==> config.mk <==
export PLATFORM = sky130hd
export DESIGN_NAME = gcd_result_display
export DESIGN_NICKNAME = d
export VERILOG_FILES = /design/src/rtl/gcd_disp_pkg.sv /design/src/rtl/gcd_seg_decode.sv /design/src/rtl/gcd_result_display.sv
export SDC_FILE = /design/constraint.sdc
export NUM_CORES = 1
export LEC_CHECK = 0
export BUFFER_PORTS_ARGS = -buffer_cell sky130_fd_sc_hd__buf_2
export CORE_MARGIN = 8
export CORE_UTILIZATION = 50
export DETAILED_ROUTE_END_ITERATION = 10
export PLACE_DENSITY = 0.74
export SETUP_SLACK_MARGIN = 0.5
export SYNTH_ARGS = -nofsm -noshare
export SYNTH_HDL_FRONTEND = slang
export SYNTH_SLANG_ARGS = --single-unit
==> constraint.sdc <==
create_clock -name Clock -period 5.2 [get_ports Clock]
set_input_delay 0.78 -clock Clock [delete_from_list [all_inputs] [get_ports Clock]]
set_output_delay 0.78 -clock Clock [all_outputs]
set_load 0.05 [all_outputs]
==> src/rtl/gcd_disp_pkg.sv <==
// Shared types and constants for the GCD result display stage:
// FSM states, active-low seven-segment glyphs and the double-dabble nibble adjust.
package gcd_disp_pkg;

    typedef enum logic [1:0] {
        IDLE    = 2'd0,
        CONVERT = 2'd1,
        SHOW    = 2'd2
    } state_t;

    // Glyphs are {g,f,e,d,c,b,a}, active-low.
    localparam logic [6:0] SEG_0     = 7'b1000000;
    localparam logic [6:0] SEG_1     = 7'b1111001;
    localparam logic [6:0] SEG_2     = 7'b0100100;
    localparam logic [6:0] SEG_3     = 7'b0110000;
    localparam logic [6:0] SEG_4     = 7'b0011001;
    localparam logic [6:0] SEG_5     = 7'b0010010;
    localparam logic [6:0] SEG_6     = 7'b0000010;
    localparam logic [6:0] SEG_7     = 7'b1111000;
    localparam logic [6:0] SEG_8     = 7'b0000000;
    localparam logic [6:0] SEG_9     = 7'b0010000;
    localparam logic [6:0] SEG_BLANK = 7'h7F;

    localparam logic [2:0] DIGIT_OFF = 3'b111;

    localparam int CONV_ITERS = 8;

    function automatic logic [3:0] dd_adjust(input logic [3:0] i_nibble);
        return (i_nibble >= 4'd5) ? i_nibble + 4'd3 : i_nibble;
    endfunction

endpackage

==> src/rtl/gcd_seg_decode.sv <==
// Combinational BCD nibble to active-low seven-segment glyph.
// Codes above 9 should never reach here; they light nothing.
module gcd_seg_decode
    import gcd_disp_pkg::*;
(
    input  logic [3:0] i_nibble,
    output logic [6:0] o_seg
);

    always_comb begin
        o_seg = SEG_BLANK;
        case (i_nibble)
            4'd0:    o_seg = SEG_0;
            4'd1:    o_seg = SEG_1;
            4'd2:    o_seg = SEG_2;
            4'd3:    o_seg = SEG_3;
            4'd4:    o_seg = SEG_4;
            4'd5:    o_seg = SEG_5;
            4'd6:    o_seg = SEG_6;
            4'd7:    o_seg = SEG_7;
            4'd8:    o_seg = SEG_8;
            4'd9:    o_seg = SEG_9;
            default: o_seg = SEG_BLANK;
        endcase
    end

endmodule

==> src/rtl/gcd_result_display.sv <==
// Captures the GCD processor result on the rising edge of Halt, converts it to
// BCD with a serial double-dabble engine and scans it onto a 3-digit display.
module gcd_result_display
    import gcd_disp_pkg::*;
#(
    parameter int SCAN_DIV      = 1024,
    parameter bit BLANK_LEADING = 1'b1
)
(
    input  logic        Clock,
    input  logic        Reset,
    input  logic        Halt,
    input  logic [7:0]  Result,
    output logic        Busy,
    output logic        Valid,
    output logic [11:0] Bcd,
    output logic [6:0]  Seg,
    output logic [2:0]  DigitEn,
    output logic [1:0]  o_dbg_state
);

    localparam int              CW        = (SCAN_DIV > 2) ? $clog2(SCAN_DIV) : 1;
    localparam logic [CW-1:0]   SCAN_LAST = CW'(SCAN_DIV - 1);
    localparam logic [2:0]      ITER_LAST = 3'(CONV_ITERS - 1);

    state_t         r_state;
    state_t         w_state_next;

    logic           r_halt_q;
    logic [7:0]     r_shift;
    logic [11:0]    r_acc;
    logic [2:0]     r_iter;
    logic [11:0]    r_bcd;
    logic           r_valid;

    logic [CW-1:0]  r_scan_cnt;
    logic [1:0]     r_digit;
    logic [6:0]     r_seg;
    logic [2:0]     r_digit_en;

    logic           w_start;
    logic           w_capture;
    logic           w_last_iter;
    logic [11:0]    w_acc_adj;
    logic [11:0]    w_acc_next;
    logic [7:0]     w_shift_next;
    logic [3:0]     w_nibble;
    logic [2:0]     w_en_on;
    logic           w_blank;
    logic [6:0]     w_glyph;

    // A level held high on Halt only counts once: the edge is what matters.
    assign w_start     = Halt & ~r_halt_q;
    assign w_capture   = w_start && (r_state != CONVERT);
    assign w_last_iter = (r_state == CONVERT) && (r_iter == ITER_LAST);

    assign w_acc_adj = {dd_adjust(r_acc[11:8]), dd_adjust(r_acc[7:4]), dd_adjust(r_acc[3:0])};
    assign {w_acc_next, w_shift_next} = {w_acc_adj, r_shift} << 1;

    // ---------------- FSM: state register ----------------
    always_ff @(posedge Clock or negedge Reset) begin
        if (!Reset) begin
            r_state <= IDLE;
        end else begin
            r_state <= w_state_next;
        end
    end

    // ---------------- FSM: next state ----------------
    always_comb begin
        w_state_next = r_state;
        case (r_state)
            IDLE:    if (w_start)     w_state_next = CONVERT;
            CONVERT: if (w_last_iter) w_state_next = SHOW;
            SHOW:    if (w_start)     w_state_next = CONVERT;
            default:                  w_state_next = IDLE;
        endcase
    end

    // ---------------- FSM: outputs ----------------
    always_comb begin
        Busy        = 1'b0;
        o_dbg_state = r_state;
        if (r_state == CONVERT) begin
            Busy = 1'b1;
        end
    end

    // ---------------- Capture and double-dabble datapath ----------------
    always_ff @(posedge Clock or negedge Reset) begin
        if (!Reset) begin
            r_halt_q <= 1'b0;
            r_shift  <= 8'd0;
            r_acc    <= 12'd0;
            r_iter   <= 3'd0;
            r_bcd    <= 12'd0;
            r_valid  <= 1'b0;
        end else begin
            r_halt_q <= Halt;
            if (w_capture) begin
                r_shift <= Result;
                r_acc   <= 12'd0;
                r_iter  <= 3'd0;
            end else if (r_state == CONVERT) begin
                r_shift <= w_shift_next;
                r_acc   <= w_acc_next;
                r_iter  <= r_iter + 3'd1;
                // The displayed value only changes once the new one is complete.
                if (w_last_iter) begin
                    r_bcd   <= w_acc_next;
                    r_valid <= 1'b1;
                end
            end
        end
    end

    // ---------------- Scan counter and digit index ----------------
    always_ff @(posedge Clock or negedge Reset) begin
        if (!Reset) begin
            r_scan_cnt <= '0;
            r_digit    <= 2'd0;
        end else if (!r_valid) begin
            r_scan_cnt <= '0;
            r_digit    <= 2'd0;
        end else if (r_scan_cnt == SCAN_LAST) begin
            r_scan_cnt <= '0;
            r_digit    <= (r_digit == 2'd2) ? 2'd0 : r_digit + 2'd1;
        end else begin
            r_scan_cnt <= r_scan_cnt + 1'b1;
        end
    end

    // ---------------- Digit mux and leading-zero blanking ----------------
    always_comb begin
        w_nibble = r_bcd[3:0];
        w_en_on  = 3'b110;
        w_blank  = 1'b0;
        case (r_digit)
            2'd1: begin
                w_nibble = r_bcd[7:4];
                w_en_on  = 3'b101;
                w_blank  = BLANK_LEADING && (r_bcd[11:4] == 8'd0);
            end
            2'd2: begin
                w_nibble = r_bcd[11:8];
                w_en_on  = 3'b011;
                w_blank  = BLANK_LEADING && (r_bcd[11:8] == 4'd0);
            end
            default: ;
        endcase
    end

    gcd_seg_decode u_seg_decode (
        .i_nibble (w_nibble),
        .o_seg    (w_glyph)
    );

    // A blanked slot still occupies its full scan period; it just lights nothing.
    always_ff @(posedge Clock or negedge Reset) begin
        if (!Reset) begin
            r_seg      <= SEG_BLANK;
            r_digit_en <= DIGIT_OFF;
        end else if (!r_valid || w_blank) begin
            r_seg      <= SEG_BLANK;
            r_digit_en <= DIGIT_OFF;
        end else begin
            r_seg      <= w_glyph;
            r_digit_en <= w_en_on;
        end
    end

    assign Valid   = r_valid;
    assign Bcd     = r_bcd;
    assign Seg     = r_seg;
    assign DigitEn = r_digit_en;

endmodule
* Yosys cells after proc, flatten, opt, wreduce, memory -nomap -nowiden
Memories as Yosys holds them, arrays and structs flattened. Index checks and enable logic that the tools add are counted.
Storage, ports and cells: word-level logic and storage cells 68, memory bits (read-only) 112, output and inout bits 26, flip-flop bits (word level) 61, memories kept 1, bits of input ports 11
Cells by class: bitwise operators 3, muxes and demuxes 23, eq/ne operators 10, reduce and logical (&&, ||, !) cells 11, order comparisons 3, add/sub/neg operators 6
Memories:
- (name not given) | depth 16, width 7, read ports 1, clocked after Yosys merged registers in 0, write ports 0, RTL line gcd_seg_decode.sv:12 | case (i_nibble)
Operators by type and width (number):
- 2-to-1 mux 12 bit | 2
- 2-to-1 mux 10 bit | 2
- 2-to-1 mux 8 bit | 2
- >= comparator 4 x 3 -> 1 bit, second input constant | 3
- 2-to-1 mux 3 bit | 4
- adder 10 x 1 -> 10 bit, second input constant | 1
- == test 10 bit, second input constant | 1
- 2-to-1 mux 2 bit | 5
- adder 4 x 2 -> 4 bit, second input constant | 2
- zero test 8 bit | 1
- 2-to-1 mux 4 bit | 2
- one-hot mux 4 bit (2 select lines) | 1
- 2-to-1 mux 7 bit | 1
- != test 2 x 1 -> 1 bit, second input constant | 3
- one-hot mux 3 bit (2 select lines) | 1
- == test 2 x 1 -> 1 bit, second input constant | 2
- == test 2 bit, second input constant | 2
- zero test 4 bit | 1
- one-hot mux 2 bit (2 select lines) | 1
- adder 3 x 1 -> 3 bit, second input constant | 1
- adder 3 x 2 -> 3 bit, second input constant | 1
- == test 3 bit, second input constant | 1
- AND reduction 3 bit | 1
- adder 2 x 1 -> 2 bit, second input constant | 1
- 12 further kinds | 14

* Logic depth before layout (Yosys ltp)
Gate-level depths: netlist of the first run.
depth after elaboration 5, gate-level depth with buffers 9, depth with buffers taken out 8

* Modules after synthesis
A second synthesis of the first run with hierarchy kept.
Second synthesis, totals: cells, all modules 298, area, all modules 3026.7 um^2
By module, submodules not included:
- gcd_result_display | times used 1, area an instance 2816.5 um^2, cells each 265
- gcd_seg_decode | times used 1, area an instance 210.2 um^2, cells each 33

* Worst setup path before layout of the first run
Ideal clock, no wire load.
path type flip-flop to output port, start point register r_state[1], in the netlist o_dbg_state[1], end point output port Busy, slack 3244 ps, buffers on the path 2, arrival time 1176 ps, stages on the path, launching flop included 5, path through dfrtp_1 nand2b_1 buf_4 inv_2 buf_6
Between the ends: longest elaborated chain between the ends 2
Ends and longest elaborated chain:
- from (decl) | RTL line gcd_result_display.sv:26 | state_t r_state;
- from (signal assigned) | RTL line gcd_result_display.sv:65 | r_state <= w_state_next;
- == test 2 x 1 -> 1 bit | RTL line gcd_result_display.sv:84 | if (r_state == CONVERT) begin
- 2-to-1 mux 1 bit | RTL line gcd_result_display.sv:84
- to (decl) | RTL line gcd_result_display.sv:14 | output logic Busy,
No other way between the ends.

* Worst setup path after layout of the first run
Same ends and word-level chain as after synthesis.

==> results of run 1 <==
## metrics by stage
| step | setup WS (ps) | total power (uW) | instance area (um^2) | hold slack [ps] |
|---|---|---|---|---|
| finish | 2410 | 2220 | 3350 | 471 |
| global route | 2280 | 2400 | 3350 | 503 |
| CTS | 2390 | 2240 | 3350 | 473 |
| detailed placement | 2770 | 1870 | 3180 | 465 |
| global placement | 2820 | 1830 | 3180 | 461 |
| floorplan | 3240 | 1640 | 2960 | 433 |
## cell families after synthesis
logic type | after synthesis
flip-flops | 61
multiplexers | 7
XOR/XNOR | 12
AND/OR/NAND/NOR | 110
adder cells (fa/ha/maj) | 15
buffers and inverters | 23
AO/OA/AOI/OAI | 68
## power breakdown
| group | total, uW | internal [uW] | leakage [uW] | switching (uW) |
|---|---|---|---|---|
| combinational | 1040 | 323 | 0.000701 | 717 |
| clock | 368 | 199 | 0.0000877 | 169 |
| sequential | 813 | 672 | 0.000757 | 141 |
| total | 2220 | 1190 | 0.00155 | 1030 |
## registers in the layout, summed over array words and instances, names as in the netlist
signal,cells
Bcd,12
r_acc,12
r_scan_cnt,10
r_shift,8
Seg,7
DigitEn,3
r_iter,3
o_dbg_state,2
r_digit,2
Valid,1
r_halt_q,1
## metal layers
layer / up-vias / routed length [um] / track usage, % / share of wire (%)
met5: - / 0 / 0 / 0
met4: 0 / 104 / 7.65 / 1.8
met3: 8 / 307 / 3.80 / 5.3
met2: 45 / 2560 / 21.7 / 44
met1: 1002 / 2830 / 19.4 / 49
li1: 1105 / - / - / -
## final cells by class
type / count / area [um^2] / share of cell area, %
sequential: 61 / 1540 / 46.0
timing repair buffer: 37 / 188 / 5.61
clock inverter: 1 / 5.00 / 0.149
tap: 75 / 93.8 / 2.80
multi-input combinational: 212 / 1310 / 39.1
clock buffer: 15 / 166 / 4.97
inverter: 13 / 48.8 / 1.46
## final timing paths
kind / startpoint / to / slack (ps) / cells past startpoint
worst max-delay path: o_dbg_state[1]$_DFFE_PN0P_ / Busy / 2410 / 3
worst min-delay path: r_scan_cnt[0]$_DFF_PN0_ / r_scan_cnt[0]$_DFF_PN0_ / 470 / 1
worst max register to register: o_dbg_state[1]$_DFFE_PN0P_ / Bcd[0]$_DFFE_PN0P_ / 2760 / 4
worst min register to register: r_scan_cnt[0]$_DFF_PN0_ / r_scan_cnt[0]$_DFF_PN0_ / 470 / 1
max in group asynchronous: Reset / r_iter[2]$_DFFE_PN0P_ / 4120 / 2
min in group asynchronous: Reset / r_scan_cnt[3]$_DFF_PN0_ / 590 / 2
## layout by cell type, fill, tap and decap left out, drive strengths merged, types with 6 or more instances in the layout
cell type / netlist / routed
dfrtp: 51 / 51
dfstp: 10 / 10
clkbuf: 3 / 15
nand3: 7 / 7
a31oi: 7 / 7
buf: 7 / 37
ha: 15 / 15
nand2b: 6 / 6
a21oi: 15 / 15
o21ai: 30 / 30
nor3: 6 / 6
xnor2: 8 / 8
nand2: 48 / 48
inv: 13 / 13
nor2: 24 / 24
## worst max-delay path, delay by kind of cell (launching register included)
family	cells	cell delay, ps
flops	1	400
simple gates	1	560
buf+inv	2	720
==> metrics.md, run 1 <==
| Metric | Value |
|---|---|
| Slew Limit Fails | 0 |
| Clock skew | approximately 6.6 ps |
| Post-synthesis sequential area ratio | 52.0% |
| Synth top area share | between 40 and 50% |
| Final setup fails | 0 |
| TritonCTS Buffers | 9 |
| Post-synth EDFFs | 0 |
| Pwr per Cell Area | about 660 nW/um^2 |
| Post-detail-place hpwl | 4.09 mm |
| Worst setup EP type | output port |
| Diode count | 0 |
| Most frequent cells after synthesis | dfrtp_1, nand2_1, o21ai_0, nor2_1, ha_1 |
| Vias in the first global route | 2124 |
| WL/cell | around 14 um |
| Grt total ovfl | 0 |
| RSZ-0062 raised after global routing | false |
| Simple-gate share of the synthesized area | between 10% and 20% |
| Final Cycle Share | about 54% |
| Clk buf depth | 2 |
| CTS Sinks | slightly above 60 |
| Max-slew headroom | between 40 and 50% |
| Crit path largest cell delay | 560 ps |
| CTS hold repair buffers | 0 |
| H-tree levels | 3 |
| Via-to-Cell Ratio | about 5.2 |
| Area Overhead vs Synth | 13.2% |
| Post-CTS setup buffer count | 0 |
| First-pass GRT wire length | a little over 10 mm |
| Setup Crit Path Kind | reg2out |
| Post-synthesis mux area share | around 2.6% |
| Clock Root Buffer | clkbuf_8 |
| Worst-path clk slew | about 60 ps |
| Status | finished, final reports clean |
| Die span in y | approximately 93 um |
| Initial Utilization | 50.9% |
| Pleak | ~0.0015 uW |
| Crit path DAT | 2010 ps |
| Fin cells | 414 |
| Post-route setup TNS | 0 ps |
| Final hold violation count | 0 |
| Vias post-DR | approximately 2.2k |
| Mapped Nets | around 320 |
| Initial antenna violation count | 0 |
| # nets final | 360 |
| Worst path slowest cell | nand2b_1 |
| Final antenna-violating net count | 0 |
| CTS tree | done |
| Complex-gate fraction of the synthesized area | around 14% |
| Post-synth top area cell | dfrtp_1 |
| Hold Path Class | reg2reg |
| Max Fanout on Critical Path | 27 |
| DR iter-0 viols | 81 |
| Synthesized area per cell | about 10 um^2 |
| Most numerous cell in the Yosys netlist | dfrtp_1 |
| Max VDD drop | slightly below 0.4 mV |
| Yosys reg bits | 61 |
| Post-layout util | 57.6% |
| Data required, critical path | between 4000 and 5000 ps |
| Fin crit period | approximately 2800 ps |
| Synth Cell Area | just under 3000 um^2 |
| Synth top area cells | dfrtp_1, dfstp_2, ha_1 |
| Worst slew pin tran | ~900 ps |
| Ys Warns | 0 |
| Largest net degree at the start of global routing | 62 |
| Max Cap Viol | 0 |
| Post-CTS Resized | 0 |
| Post-synthesis xor/xnor area fraction | 3.55% |
| Port Buffers | 36 |
| Crit start category | flop |
| DRC | 0 |
| Ports | 37 |
| Clk Latency, worst-skew pair | approximately 330 ps |
| Die area | between 8000 and 9000 um^2 |
| Placed insts | approximately 400 |
| Gr usage total | 14.7% |
| Ys flop type | dfrtp_1 |
| Die X | between 90 and 100 um |
| Cell variety after synth | 43 |
| Largest family of logic cells by synthesized area | simple AND/OR/NAND/NOR gates |
| Final WL | 5.81 mm |
| Gate Count Post-Synth | approximately 300 |
| Fill cells | 546 |
| Core area | 5820 um^2 |
| Cell breakdown of the critical path | nand2b_1 > inv_2 > buf_2 |
| Synth async-reset ratio | 100% |
| Share of layout cells above drive strength 1 | a little over a fifth |
| Fmax | around 360 MHz |
| Drt first pass iters | 4 |
| Rows | 28 |
| Synth Area in Adders | under 10% |
| Routability cong. | 0.850 |
(Power assumes the default switching activity.)
==> run 2, diff against run 1 <==
PLACE_DENSITY = 0.77   (was 0.74)
clock period = 2.5 ns   (was 5.2 ns; I/O delays follow)
==> run 2 against run 1 <==
  * Via count grew 6.2%
  * Sequential share of layout area shrank 2.1 points
  * Combinational power grew 120%
  * Clock power grew 120%
  * Final area grew 4.8%
  * Final cell count grew 3.1%
  * Non-clock buffer count grew 13
  * Global-route usage grew 0.20 points
  * Wire length grew 7.6%
  * Total power grew 110%
==> metrics.md, run 2 (synthesized netlist as in run 1, its figures left out) <==
| Metric | Value |
|---|---|
| Reg2reg end | Seg[6]$_DFF_PN1_ (was Bcd[0]$_DFFE_PN0P_) |
| Initial antenna violation count | 0 (unchanged) |
| Worst path depth | 7 (was 3) |
| Initial Utilization | 50.9% (unchanged) |
| Post-detail-place hpwl | 4.31 mm (was 4.09 mm) |
| Reg-to-Reg Start | r_digit[1]$_DFFE_PN0P_ (was o_dbg_state[1]$_DFFE_PN0P_) |
| Buffers & Inverters on Critical Path | 2 (unchanged) |
| Data required, critical path | 2740 ps (was 4420 ps) |
| Pwr per Cell Area | 1350 nW/um^2 (was 664 nW/um^2) |
| Rows | 28 (unchanged) |
| Fmax | between 500 and 600 MHz |
| Max Cap Viol | 0 (unchanged) |
| Final WL | 6.25 mm (was 5.81 mm) |
| Cell breakdown of the critical path | inv_1 > ha_4 > clkbuf_2 > nor2_1 > a21oi_2 > a2111oi_2 > a32oi_1 (was nand2b_1 > inv_2 > buf_2) |
| Crit start category | flop (unchanged) |
| Most frequent cells in the layout | dfrtp_1, nand2_1, buf_2 (unchanged) |
| Share of layout cells above drive strength 1 | 25.6% (was 21.5%) |
| Final setup fails | 0 (unchanged) |
| Max-slew headroom | 70.5% (was 40.8%) |
| R2R cell count | 7 (was 4) |
| First-pass GRT wire length | 10.4 mm (was 10.1 mm) |
| Sw Share | 45.9% (was 46.3%) |
| Die area | 8630 um^2 (unchanged) |
| Vias post-DR | 2293 (was 2160) |
| Worst setup EP type | flop (was output port) |
| Final hold violation count | 0 (unchanged) |
| Clock skew | 7.61 ps (was 6.65 ps) |
| CTS tree | done (unchanged) |
| Internal power | 2560 uW (was 1190 uW) |
| Clk Latency, worst-skew pair | 340 ps (was 330 ps) |
| Flop pwr share | 35.7% (was 36.6%) |
| Pleak | 0.00162 uW (was 0.00155 uW) |
| Hold Path Class | in2reg (was reg2reg) |
| Crit path DAT | 2110 ps (was 2010 ps) |
| Max VDD drop | 0.778 mV (was 0.398 mV) |
| Power share of the clock group | 16.9% (was 16.6%) |
| Grt total ovfl | 0 (unchanged) |
| Delay-heaviest family, CP | compound AO/OA/AOI/OAI gates (was buffers and inverters) |
| RSZ-0062 raised after global routing | false (unchanged) |
| DR iter-0 viols | 81 (unchanged) |
| Die X | 92.9 um (unchanged) |
| Worst slew pin tran | 442 ps (was 889 ps) |
| Routability cong. | 0.879 (was 0.850) |
| H-tree levels | 3 (unchanged) |
| Ports | 37 (unchanged) |
| Setup Crit Path Kind | reg2reg (was reg2out) |
| # nets final | 373 (was 360) |
| Max Fanout on Critical Path | 8 (was 27) |
| Post-route setup TNS | 0 ps (unchanged) |
| Worst-path clk slew | 70 ps (was 60 ps) |
| R2R setup slack | 630 ps (was 2760 ps) |
| Final antenna-violating net count | 0 (unchanged) |
| Diode count | 0 (unchanged) |
| Worst path slowest cell | dfrtp_1 (was nand2b_1) |
| Status | finished, final reports clean (unchanged) |
| Die span in y | 92.9 um (unchanged) |
| Post-layout util | 60.3% (was 57.6%) |
| Drt first pass iters | 4 (unchanged) |
| Gr usage total | 14.9% (was 14.7%) |
| Clock Root Buffer | clkbuf_8 (unchanged) |
| WL/cell | 14.6 um (was 14.0 um) |
| Final Cycle Share | approximately three quarters |
| Fin crit period | 1870 ps |
| Min-delay src | Halt (was r_scan_cnt[0]$_DFF_PN0_) |
| Switch Pwr | 2180 uW (was 1030 uW) |
| Crit path largest cell delay | 380 ps (was 560 ps) |
| DRC | 0 (unchanged) |
| Via-to-Cell Ratio | 5.37 (was 5.22) |
| Hold EP | r_halt_q$_DFF_PN0_ (was r_scan_cnt[0]$_DFF_PN0_) |
| Vias in the first global route | 2249 (was 2124) |
| Slew Limit Fails | 0 (unchanged) |
| Area Overhead vs Synth | 18.7% (was 13.2%) |
| Clk buf depth | 2 (unchanged) |
| Core area | 5820 um^2 (unchanged) |
| TritonCTS Buffers | 9 (unchanged) |
| Comb pwr share | 47.4% (was 46.8%) |
| Most common cell after layout, fill and taps aside | dfrtp_1 (unchanged) |
| CTS Sinks | 61 (unchanged) |
| Port Buffers | 36 (unchanged) |
| Hold depth | 1 (unchanged) |
| Largest net degree at the start of global routing | 27 (was 62) |
-- run 2: changes by cell type in the layout (fill, tap and decap cells not counted), sizes merged --
cell,delta
dlygate4sd3,+1
clkbuf,+1
buf,+11
-- run 2: stage by stage --
step	area, um^2	worst slack (ps)	std cells	total power (uW)	hold slack, ps
4_1_cts	3400	504	419	4730	158
3_3_place_gp	3210	418	402	3830	298
5_1_grt	3510	490	427	5100	160
3_5_place_dp	3210	320	402	3910	302
2_1_floorplan	2960	594	296	3410	79.4
6_report	3510	628	427	4740	172
-- run 2: worst max-delay path by stage --
stage / slack, ps / endpoint / from
3_5_place_dp: 320 / Seg[3]$_DFF_PN1_ / r_digit[0]$_DFFE_PN0P_
4_1_cts: 500 / Seg[3]$_DFF_PN1_ / r_digit[1]$_DFFE_PN0P_
3_3_place_gp: 420 / Seg[3]$_DFF_PN1_ / r_digit[0]$_DFFE_PN0P_
6_report: 630 / Seg[6]$_DFF_PN1_ / r_digit[1]$_DFFE_PN0P_
2_1_floorplan: 590 / Seg[3]$_DFF_PN1_ / r_digit[0]$_DFFE_PN0P_
5_1_grt: 490 / Seg[3]$_DFF_PN1_ / r_digit[0]$_DFFE_PN0P_
-- run 2: area by class of cell --
cell class / count / area (um^2)
multi-input combinational: 212 / 1350
clock buffer: 15 / 176
clock inverter: 1 / 5.00
timing repair buffer: 50 / 298
fill: 502 / 2310
tap: 75 / 93.8
sequential: 61 / 1540
inverter: 13 / 48.8
-- run 2: metal layers --
metal / part of all wire, % / GRT usage [%]
met1: 46 / 18.0
met3: 5.6 / 3.48
met2: 48 / 24.3
met4: 1.0 / 7.65
met5: 0 / 0
-- run 2: power by group through the flow --
stage                     Sequential, uW  Clock, uW  Combinational (uW)
final                               1690        801                2250
after global routing                1740        867                2490
after CTS                           1690        825                2220
after detailed placement            1700          0                2210
after global placement              1690          0                2140
after floorplan                     2240          0                1170
-- run 2: repair_timing --
| action | CTS | global route |
|---|---|---|
| pin swaps | 0 | 3 |
| endpoints found under the setup margin | 4 | 4 |
| hold buffers | 1 | 0 |
| hold endpoints to repair | 5 | 0 |
| setup buffers | 0 | 8 |
| gates resized for setup | 2 | 5 |
==> run 3, diff against run 2 <==
PLACE_DENSITY = 0.74   (was 0.77)
clock period = 1.8 ns   (was 2.5 ns; I/O delays follow)
==> run 3 against run 2 <==
  * The run now ends with setup timing left
  * Non-clock buffer count is 32 higher
  * Via count increased by 11%
  * First-iteration DRC count rose by 14%
  * Combinational power increased by 120%
  * Global-route usage rose by 2.4 points
  * Die area stayed put
  * Register-to-register slack got worse by 690 ps
==> metrics.md, run 3 (synthesized netlist as in run 1, its figures left out) <==
| Metric | Value |
|---|---|
| Most common cell after layout, fill and taps aside | nand2_1 (was dfrtp_1) |
| Final hold violation count | 0 (unchanged) |
| Worst path depth | 7 (unchanged) |
| TritonCTS Buffers | 9 (unchanged) |
| Fill cells | 391 (was 502) |
| Max-slew headroom | 72.4% (was 70.5%) |
| Core area | 5820 um^2 (unchanged) |
| Worst slew pin tran | 413 ps (was 442 ps) |
| Diode count | 0 (unchanged) |
| Status | complete, but fails checks (was finished, final reports clean) |
| Hold Path Class | in2reg (unchanged) |
| Rows | 28 (unchanged) |
| Final Cycle Share | 103% (was 74.9%) |
| Crit path DAT | 2090 ps (was 2110 ps) |
| Data required, critical path | 2030 ps (was 2740 ps) |
| Min-delay src | Halt (unchanged) |
| Worst setup EP type | flop (unchanged) |
| Cell breakdown of the critical path | inv_2 > ha_4 > buf_6 > buf_4 > and2_4 > a2111oi_2 > a32oi_1 (was inv_1 > ha_4 > clkbuf_2 > nor2_1 > a21oi_2 > a2111oi_2 > a32oi_1) |
| DRC | 0 (unchanged) |
| First-pass GRT wire length | 11.9 mm (was 10.4 mm) |
| Die X | 92.9 um (unchanged) |
| Clock Root Buffer | clkbuf_8 (unchanged) |
| Fmax | 538 MHz (was 534 MHz) |
| Die span in y | 92.9 um (unchanged) |
| Clk buf depth | 2 (unchanged) |
| Area Overhead vs Synth | 49.8% (was 18.7%) |
| Pwr per Cell Area | 2000 nW/um^2 (was 1350 nW/um^2) |
| Setup Crit Path Kind | reg2reg (unchanged) |
| Fin crit period | 1860 ps (was 1870 ps) |
| Slew Limit Fails | 0 (unchanged) |
| Hold EP | r_halt_q$_DFF_PN0_ (unchanged) |
| Reg-to-Reg Start | r_digit[1]$_DFFE_PN0P_ (unchanged) |
| Ports | 37 (unchanged) |
| Register area | 1550 um^2 (was 1540 um^2) |
| Failing checks | setup timing |
| Crit start category | flop (unchanged) |
| Max Cap Viol | 0 (unchanged) |
| Hold depth | 1 (unchanged) |
| WL/cell | 17.2 um (was 14.6 um) |
| DR iter-0 viols | 92 (was 81) |
| Port Buffers | 36 (unchanged) |
| Multi-input gate area | 1750 um^2 (was 1350 um^2) |
| Final setup fails | 1 (was 0) |
| Most frequent cells in the layout | nand2_1, dfrtp_1, buf_4 (was dfrtp_1, nand2_1, buf_2) |
| Final Hold Slack | 65.2 ps (was 172 ps) |
| Post-detail-place hpwl | 4.34 mm (was 4.31 mm) |
| Max VDD drop | 1.41 mV (was 0.778 mV) |
| Clock skew | 8.59 ps (was 7.61 ps) |
| H-tree levels | 3 (unchanged) |
| Via-to-Cell Ratio | 5.50 (was 5.37) |
| Gr usage total | 17.3% (was 14.9%) |
| Crit path largest cell delay | 420 ps (was 380 ps) |
| Grt total ovfl | 0 (unchanged) |
| Max Fanout on Critical Path | 7 (was 8) |
| Initial antenna violation count | 0 (unchanged) |
| Post-Place Setup Slack | 22.3 ps (was 320 ps) |
| Pleak | 0.00194 uW (was 0.00162 uW) |
| Final instance area | 4430 um^2 (was 3510 um^2) |
| Buffers & Inverters on Critical Path | 3 (was 2) |
| Initial Utilization | 50.9% (unchanged) |
| Vias in the first global route | 2517 (was 2249) |
| Clk Latency, worst-skew pair | 340 ps (about the same) |
| Post-route setup TNS | -59.9 ps (was 0 ps) |
| Die area | 8630 um^2 (unchanged) |
| # nets final | 407 (was 373) |
| RSZ-0062 raised after global routing | true (was false) |
| Worst path slowest cell | dfrtp_1 (unchanged) |
| R2R setup slack | -60 ps (was 630 ps) |
| Drt first pass iters | 4 (unchanged) |
| CTS Sinks | 61 (unchanged) |
| Final WL | 7.94 mm (was 6.25 mm) |
| Vias post-DR | 2534 (was 2293) |
| Worst setup margin | -59.9 ps (was 628 ps) |
| Worst-path clk slew | 70 ps (about the same) |
| Area after DPL | 3420 um^2 (was 3210 um^2) |
| R2R cell count | 7 (unchanged) |
| Total power | 8860 uW (was 4740 uW) |
| Reg2reg end | Seg[6]$_DFF_PN1_ (unchanged) |
| CTS tree | done (unchanged) |
| Delay-heaviest family, CP | compound AO/OA/AOI/OAI gates (unchanged) |
| Routability cong. | 0.827 (was 0.879) |
| Largest net degree at the start of global routing | 27 (unchanged) |
| Share of layout cells above drive strength 1 | 51.0% (was 25.6%) |
| Final antenna-violating net count | 0 (unchanged) |
run 3: routing by layer:
layer / routed length (um) / track usage [%] / up-vias / part of all wire (%)
li1: - / - / 1197 / -
met1: 3240 / 19.9 / 1242 / 41
met2: 4110 / 29.3 / 80 / 52
met3: 422 / 5.02 / 15 / 5.3
met4: 158 / 6.98 / 0 / 2.0
met5: 0 / 0 / - / 0
run 3: area by class of cell:
class | count | area share, %
Multi-Input combinational cell | 214 | 39.5
Sequential cell | 61 | 35.0
Inverter | 13 | 1.27
Tap cell | 75 | 2.12
Clock buffer | 12 | 3.05
Timing Repair Buffer | 82 | 17.4
Clock inverter | 4 | 1.64
run 3: what timing repair did:
item	in CTS	in global routing
gates cloned	2	2
endpoints found under the setup margin	57	65
setup buffers	27	9
hold endpoints to repair	14	0
gates resized for setup	63	59
hold buffers	1	0
pin swaps	25	11
run 3: per-stage QoR:
step           utilization (%)  cells
2_1_floorplan                -    296
3_3_place_gp              58.8    404
3_5_place_dp              58.8    404
4_1_cts                   70.1    450
5_1_grt                   76.2    461
6_report                  76.2    461
run 3: how the worst max path moves through the flow:
stage	endpoint	from
after floorplan	Seg[1]$_DFF_PN1_	r_digit[0]$_DFFE_PN0P_
after global placement	Seg[1]$_DFF_PN1_	r_digit[0]$_DFFE_PN0P_
after detailed placement	Seg[1]$_DFF_PN1_	r_digit[1]$_DFFE_PN0P_
after CTS	Seg[1]$_DFF_PN1_	r_digit[1]$_DFFE_PN0P_
after global routing	Seg[6]$_DFF_PN1_	r_digit[1]$_DFFE_PN0P_
final	Seg[6]$_DFF_PN1_	r_digit[1]$_DFFE_PN0P_
run 3: report_power, final:
| group | internal (uW) | switching [uW] |
|---|---|---|
| Clock | 780 | 546 |
| Combinational | 2230 | 2770 |
| Sequential | 1960 | 577 |
